### src/rtl/radix_pkg.sv
`default_nettype none
// ============================================================================
// Module      : radix_pkg
// Description : Shared state encoding and constants for the radix convertor.
// Revision    : 1.0 - initial release
// ============================================================================
package radix_pkg;

    localparam logic [1:0] ST_IDLE = 2'd0;
    localparam logic [1:0] ST_LOAD = 2'd1;
    localparam logic [1:0] ST_CONV = 2'd2;
    localparam logic [1:0] ST_DONE = 2'd3;

    localparam int MIN_RADIX = 2;

    typedef enum logic [1:0] {
        IDLE = ST_IDLE,
        LOAD = ST_LOAD,
        CONV = ST_CONV,
        DONE = ST_DONE
    } state_t;

endpackage
`default_nettype wire

### src/rtl/radix_mac.sv
`default_nettype none
// ============================================================================
// Module      : radix_mac
// Description : Combinational Horner step acc*radix+digit with overflow flag.
// Revision    : 1.0 - initial release
// ============================================================================
module radix_mac #(
    parameter int DIGIT_W = 8,
    parameter int RES_W   = 16
) (
    input  logic [RES_W-1:0]   acc_i,
    input  logic [DIGIT_W-1:0] radix_i,
    input  logic [DIGIT_W-1:0] digit_i,
    output logic [RES_W-1:0]   res_o,
    output logic               ovf_o
);

    // Double-width intermediate cannot itself overflow: (2^W-1)^2 + 2^W-1 < 2^2W.
    logic [2*RES_W-1:0] full_d;

    assign full_d = ((2*RES_W)'(acc_i) * (2*RES_W)'(radix_i)) + (2*RES_W)'(digit_i);
    assign res_o  = full_d[RES_W-1:0];
    assign ovf_o  = |full_d[2*RES_W-1:RES_W];

endmodule
`default_nettype wire

### src/rtl/radix_convertor_param.sv
`default_nettype none
// ============================================================================
// Module      : radix_convertor_param
// Description : Collects NDIG digits of a run-time radix and converts to binary.
// Revision    : 1.0 - initial release
// ============================================================================
module radix_convertor_param
    import radix_pkg::*;
#(
    parameter int DIGIT_W = 8,
    parameter int NDIG    = 4,
    parameter int RES_W   = 16
) (
    input  logic               Clk,
    input  logic               Rst_n,
    input  logic               Start,
    input  logic [DIGIT_W-1:0] Radix,
    input  logic [DIGIT_W-1:0] X,
    input  logic               XValid,
    output logic               XReady,
    output logic [RES_W-1:0]   R,
    output logic               Ack,
    output logic               Err,
    output logic               Ovf,
    output logic               Busy
);

    localparam int IDX_W = $clog2(NDIG);

    state_t             state_q;
    logic [IDX_W-1:0]   cnt_q;
    logic [DIGIT_W-1:0] sir_q [NDIG];
    logic [DIGIT_W-1:0] radix_q;
    logic [RES_W-1:0]   acc_q;
    logic               err_sticky_q;
    logic               ovf_sticky_q;
    logic [RES_W-1:0]   r_q;
    logic               ack_q;
    logic               err_q;
    logic               ovf_q;

    logic [RES_W-1:0]   acc_d;
    logic               mac_ovf;

    radix_mac #(
        .DIGIT_W (DIGIT_W),
        .RES_W   (RES_W)
    ) u_mac (
        .acc_i   (acc_q),
        .radix_i (radix_q),
        .digit_i (sir_q[cnt_q]),
        .res_o   (acc_d),
        .ovf_o   (mac_ovf)
    );

    always_ff @(posedge Clk or negedge Rst_n) begin
        if (!Rst_n) begin
            state_q      <= IDLE;
            cnt_q        <= '0;
            radix_q      <= '0;
            acc_q        <= '0;
            err_sticky_q <= 1'b0;
            ovf_sticky_q <= 1'b0;
            r_q          <= '0;
            ack_q        <= 1'b0;
            err_q        <= 1'b0;
            ovf_q        <= 1'b0;
            for (int i = 0; i < NDIG; i++) begin
                sir_q[i] <= '0;
            end
        end else begin
            ack_q <= 1'b0;
            err_q <= 1'b0;
            ovf_q <= 1'b0;
            case (state_q)
                IDLE: begin
                    if (Start) begin
                        radix_q      <= Radix;
                        cnt_q        <= '0;
                        acc_q        <= '0;
                        ovf_sticky_q <= 1'b0;
                        err_sticky_q <= (Radix < DIGIT_W'(MIN_RADIX));
                        state_q      <= (Radix < DIGIT_W'(MIN_RADIX)) ? DONE : LOAD;
                    end
                end
                LOAD: begin
                    if (XValid) begin
                        sir_q[cnt_q] <= X;
                        if (X >= radix_q) begin
                            err_sticky_q <= 1'b1;
                        end
                        // Last digit: reuse the counter as the Horner index, MSD first.
                        if (cnt_q == IDX_W'(NDIG - 1)) begin
                            state_q <= CONV;
                        end else begin
                            cnt_q <= cnt_q + IDX_W'(1);
                        end
                    end
                end
                CONV: begin
                    acc_q        <= acc_d;
                    ovf_sticky_q <= ovf_sticky_q | mac_ovf;
                    if (cnt_q == '0) begin
                        state_q <= DONE;
                    end else begin
                        cnt_q <= cnt_q - IDX_W'(1);
                    end
                end
                DONE: begin
                    r_q     <= err_sticky_q ? '0 : acc_q;
                    err_q   <= err_sticky_q;
                    ovf_q   <= ovf_sticky_q & ~err_sticky_q;
                    ack_q   <= 1'b1;
                    state_q <= IDLE;
                end
                default: state_q <= IDLE;
            endcase
        end
    end

    assign XReady = (state_q == LOAD);
    assign Busy   = (state_q != IDLE);
    assign R      = r_q;
    assign Ack    = ack_q;
    assign Err    = err_q;
    assign Ovf    = ovf_q;

endmodule
`default_nettype wire
### config.mk
export PLATFORM = sky130hd
export DESIGN_NAME = radix_convertor_param
export DESIGN_NICKNAME = d
export VERILOG_FILES = /design/src/rtl/radix_pkg.sv /design/src/rtl/radix_mac.sv /design/src/rtl/radix_convertor_param.sv
export SDC_FILE = /design/constraint.sdc
export NUM_CORES = 1
export LEC_CHECK = 0
export ABC_AREA = 1
export BUFFER_PORTS_ARGS = -buffer_cell sky130_fd_sc_hd__buf_2
export CAP_MARGIN = 20
export CORE_MARGIN = 2
export CORE_UTILIZATION = 45
export DETAILED_ROUTE_END_ITERATION = 6
export SETUP_SLACK_MARGIN = 0.1
export SLEW_MARGIN = 0
export SYNTH_ARGS = -nofsm -noshare
export SYNTH_HDL_FRONTEND = slang
export SYNTH_SLANG_ARGS = --single-unit
### constraint.sdc
create_clock -name Clk -period 6.1 [get_ports Clk]
set_clock_uncertainty 0.1 [all_clocks]
set_input_delay 0.305 -clock Clk [delete_from_list [all_inputs] [get_ports Clk]]
set_output_delay 0.305 -clock Clk [all_outputs]
set_load 0.005 [all_outputs]
# Word-level counts from Yosys, hierarchy flattened
# Cells that the tools add are included.
# W data, S select, Z words.
[totals] mem_bits_rw=0 inputBits=20 rom_bits=0 output_inout_bits=21 register_bits=81 mem_count=0 latchBits=0
[classes] n_addsub=3 n_mul=1 muxes=29 n_bitwise=4 eq_ne=11 reduce_logical=14 div=0 shifts=0 magnitude_cmp=4
[op_table] op="$bwmux W32" n=1
[op_table] op="$mux W16" n=2
[op_table] op="$pmux W16 S2" n=1
[op_table] op="$add A24 B8 Y25" n=1
[op_table] op="$mul A16 B8 Y24" n=1
[op_table] op="$mux W8" n=3
[op_table] op="$mux W2" n=9
[op_table] op="$bmux W8 S2" n=1
[op_table] op="$demux W8 S2" n=1
[op_table] op="$reduce_or A16 Y1" n=1
[op_table] op="$ne A2 B2 Y1 const B" n=5
[op_table] op="$ge A8 B8 Y1" n=1
[op_table] op="$lt A8 B2 Y1 const B" n=1
[op_table] op="$pmux W2 S4" n=1
[op_table] op="$reduce_and A4 Y1" n=2
[op_table] op="$mux W1" n=7
[op_table] op="$eq A2 B2 Y1 const B" n=3
[op_table] op="$pmux W2 S3" n=1
[op_table] op="$reduce_and A2 Y1" n=3
[op_table] op="$reduce_bool A2 Y1" n=3
[op_table] op="$reduce_and A5 Y1" n=1
[op_table] op="$logic_not A2 Y1" n=2
[op_table] op="$ne A2 B1 Y1 const B" n=2
[op_table] op="$pmux W1 S2" n=2
[op_table] op="11 further kinds" n=11

# Depth between registers and ports, before layout
[depth] depth_word=8 depth_mapped=27 ltp_nobuf=27

# Cells and area by module
# A second synthesis with hierarchy kept.
[unflattened] hier_cells=1198 area_unflattened_um2=8874.8
[modules_own_cells] module="radix_mac" seq_area_each_um2=0.0 n_inst=1 area_per_inst_um2=5165.0 cells_each=796
[modules_own_cells] module="radix_convertor_param" seq_area_each_um2=2026.9 n_inst=1 area_per_inst_um2=3709.8 cells_each=402

# Least setup slack after synthesis
# No wires, ideal clock.
[synth_path] path_type="register to register" from="reg radix_q[7]" to="reg ovf_sticky_q" setup_slack_ps=1476 n_path_buf=2 required_ps=5880 period_less_slack_ps=4624 stages_incl_launch_ff=24 t_arrival_ps=4404 cell_sequence="dfrtp_1 clkbuf_1 clkbuf_1 nand2_1 fa_1 fa_1 inv_1 fa_1 inv_1 fa_1 inv_1 ha_1 nand2_1 inv_2 nand2_1 nand2_1 o21bai_1 nand3_1 nand2_1 nand3_1 nor2_1 nand3_1 nand2_1 a21oi_2"
[synth_between] elab_chain_len=5
[synth_lines] item="from (decl)" line_no="radix_convertor_param.sv:33" rtl="logic [DIGIT_W-1:0] radix_q;"
[synth_lines] item="from (signal assigned)" line_no="radix_convertor_param.sv:78" rtl="radix_q <= Radix;"
[synth_lines] item="$mul A16 B8 Y24" line_no="radix_mac.sv:21" rtl="assign full_d = ((2*RES_W)'(acc_i) * (2*RES_W)'(radix_i)) + (2*RES_W)'(digit_i);"
[synth_lines] item="$add A24 B8 Y25" line_no="radix_mac.sv:21"
[synth_lines] item="$reduce_or A16 Y1" line_no="radix_mac.sv:23" rtl="assign ovf_o = |full_d[2*RES_W-1:RES_W];"
[synth_lines] item="$or A1 B1 Y1" line_no="radix_convertor_param.sv:102" rtl="ovf_sticky_q <= ovf_sticky_q | mac_ovf;"
[synth_lines] item="$pmux W1 S2" line_no="radix_convertor_param.sv:75" rtl="case (state_q)"
[synth_lines] item="to (signal assigned)" line_no="radix_convertor_param.sv:102"
[synth_lines] item="to (decl)" line_no="radix_convertor_param.sv:36" rtl="logic ovf_sticky_q;"
# No other way between the ends.
# A chain may end at the register's enable or synchronous reset.

# Worst setup path after layout
[layout_path] from="reg cnt_q[1]" to="reg ovf_sticky_q"
[layout_between] elab_chain_len=8
[layout_lines] item="from (decl)" line_no="radix_convertor_param.sv:31" rtl="logic [IDX_W-1:0] cnt_q;"
[layout_lines] item="from (signal assigned)" line_no="radix_convertor_param.sv:96" rtl="cnt_q <= cnt_q + IDX_W'(1);"
[layout_lines] item="from (signal assigned)" line_no="radix_convertor_param.sv:106" rtl="cnt_q <= cnt_q - IDX_W'(1);"
[layout_lines] item="$not A2 Y3 (not written as such)" line_no="radix_convertor_param.sv:51" rtl=".digit_i (sir_q[cnt_q]),"
[layout_lines] item="$bmux W8 S2" line_no="radix_convertor_param.sv:51"
[layout_lines] item="$mux W8 (not written as such) (2 in series)" line_no="radix_convertor_param.sv:51"
[layout_lines] item="$add A24 B8 Y25" line_no="radix_mac.sv:21"
[layout_lines] item="$reduce_or A16 Y1" line_no="radix_mac.sv:23"
[layout_lines] item="$or A1 B1 Y1" line_no="radix_convertor_param.sv:102"
[layout_lines] item="$pmux W1 S2" line_no="radix_convertor_param.sv:75"
# No other way between the ends. The select of a mux whose other input is x is not followed.

==> flow_summary.yaml <==
timing:
  worst_pin_slew_ps: 1000
  rsz0062_at_grt: "false"
  finalCritPeriodShare_pct: 84.3
  final-setup-viol-count: 0
  final-hold-violation-count: 0
  finalSetupTns_ps: 0
  fmax_mhz: 195
  relSlewSlack_pct: 33.1
  maxSlewViolCount: 0
  post-route-min-period_ps: 5140
synth:
  yosysUniqueCellTypes: 36
  seq_area_frac_synth_pct: 23.3
  yosys.area.top_type: "dfrtp_1"
  synth.area.top_cells: "dfrtp_1, fa_1, inv_1"
  synth_edf_count: 0
  synth_flop_cell: "dfrtp_1"
  ys_ff_latch: 81
  syn_nets: 1376
  syn_avg_cell_area_um2: 7.27
  synth_commonest_cells: "inv_1, nand2_1, fa_1"
  synth_cells: 1195
  synth.most_common_cell: "inv_1"
  synth-async-reset-ratio_pct: 100
  netlist_area_um2: 8690
  synth_top_area_share_pct: 23.3
  yosys_warnings: 0
place:
  place.gp.congestion: 0.904
  io_buffers: 40
  hpwl_um: 17100
  place_area_um2: 9080
cells_and_area:
  final_design_area_no_fill_um2: 9380
  fin_nets: 1388
  area_delta_synth_final_pct: 7.92
  fillers: 1950
  antenna_cells: 0
  drive_gt1_share_pct: 6.19
global_route:
  grt_max_degree: 43
  grt_pass1_wl_um: 36200
  grtUsageTotal_pct: 22.6
  antenna_found_initial: 0
  grt_pass1_vias: 7018
  grt_overflow: 0
detailed_routing:
  ant_nets: 0
  routed_wl_um: 21200
  firstDrtPassIters: 5
  drcViolationCount: 0
  routedWlPerCell_um: 14.4
  dr.first_iter.drc_count: 425
  viasPerCell: 4.81
  via_count: 7081
floorplanning:
  io_pins: 41
  fp.dieW_um: 143
  start_util_pct: 46.1
  dieArea_um2: 20400
  core.rowCount: 50
  coreArea_um2: 18800
  die_h_um: 143
clock_tree:
  htree_levels: 3
  cts_tree: "yes"
  cts_resized: 0
  cts.clk_slew.worst_paths_ps: 60
  cts_buffers: 9
  root_buffer: "clkbuf_16"
  worstSkewPairLatency_ps: 340
  clock_path_buffers: 2
  cts.sinks: 81
critical_path:
  cp_max_fo: 10
  cp-startpoint: "cnt_q[1]"
  worstPathArrival_ps: 5260
  cp-start-kind: "register"
  crit_required_ps: 6220
  rr_startpoint: "cnt_q[1]"
  path_class: "reg -> reg"
  end_kind: "register"
min_path:
  hold_class: "in -> reg"
  hold_start: "Radix[0]"
status:
  status: "finished, final reports clean"
flow_run:
  maxCapViolations: 0
## registers in the layout, summed over array words and instances (netlist names)
name and cells:
state_q 2, Ovf 1, err_sticky_q 1, Err 1
acc_q 16, R 16, cnt_q 2, Ack 1
radix_q 8, sir_q 32, ovf_sticky_q 1
## layout make-up
| type | count | area, µm² | share of cell area (%) |
|---|---|---|---|
| clock buffers | 12 | 236 | 2.52 |
| well taps | 260 | 325 | 3.47 |
| flip-flops and latches | 81 | 2030 | 21.6 |
| clock inverters | 4 | 53.8 | 0.574 |
| repair buffers | 44 | 235 | 2.51 |
| multi-input cells | 719 | 5180 | 55.2 |
| inverters | 352 | 1320 | 14.1 |
## critical path: stages, from the launching register on
cell	delay (ps)
dfrtp_1	410
nand2_1	320
o21ai_0	140
a221oi_1	370
fa_1	490
inv_1	90
fa_1	430
fa_1	510
inv_1	60
fa_1	540
inv_1	50
ha_1	360
nand2_1	130
nor2_2	110
nand3_1	110
nand2_1	120
nand3_1	100
nand2_1	80
nand2_1	50
nand2_1	50
nand2_1	40
nor2_1	140
nand3_1	90
nand2_1	70
a21oi_2	50
## placed cells by master (no fill, tap or decap), types with 2 or more instances in the layout
cell type and count:
a21oi_1 25, a21oi_2 2, a221oi_1 6, a22oi_1 3, a31oi_1 2, buf_2 39
buf_4 4, clkbuf_1 3, clkbuf_16 9, clkinvlp_4 2, dfrtp_1 81, fa_1 92
ha_1 69, inv_1 350, inv_2 2, nand2_1 327, nand2_2 2, nand3_1 22
nand3_2 2, nand4_1 6, nor2_1 48, nor2_2 7, o2111ai_1 2, o21ai_0 63
o21bai_1 2, o22ai_1 26
## logic make-up after synthesis
| group | after synthesis | synth area share, % |
|---|---|---|
| AND/OR/NAND/NOR | 420 | 19.3 |
| buffers and inverters | 395 | 17.1 |
| adder cells (fa/ha/maj) | 161 | 31.1 |
| multiplexers | 1 | 0.130 |
| flip-flops | 81 | 23.3 |
| XOR/XNOR | 1 | 0.101 |
| AO/OA/AOI/OAI | 136 | 8.96 |
## per-layer routing
layer	wire length, µm	global-route usage [%]	vias up	share of wire [%]
met1	11100	35.2	3401	52
met2	9280	34.2	140	44
li1	-	-	3525	-
met4	138	3.13	0	0.65
met5	0	0	-	0
met3	763	3.32	15	3.6
## through the flow
step	hold slack [ps]	worst slack, ps	utilization [%]	instances
6_report	101	960	49.8	1472
5_1_grt	101	660	49.8	1472
4_1_cts	92.3	970	49.8	1472
3_5_place_dp	222	1010	48.2	1455
3_3_place_gp	220	1030	48.2	1455
2_1_floorplan	-90.6	1480	-	1195
## worst paths after layout
check	end	slack (ps)	cells past startpoint
worst min register to register	sir_q[19]	390	2
min in group asynchronous	state_q[1]	380	2
worst max register to register	ovf_sticky_q	960	24
max in group asynchronous	radix_q[2]	4590	3
worst min-delay path	radix_q[0]	100	2
worst max-delay path	ovf_sticky_q	960	24
## what timing repair did
item	in CTS	in global routing
hold buffers	1	0
buffers inserted	0	0
hold endpoints to repair	39	0
Power is left out: the tool's default activity adds up to more than one toggle a clock period on the data nets, which glitch-free logic cannot reach.
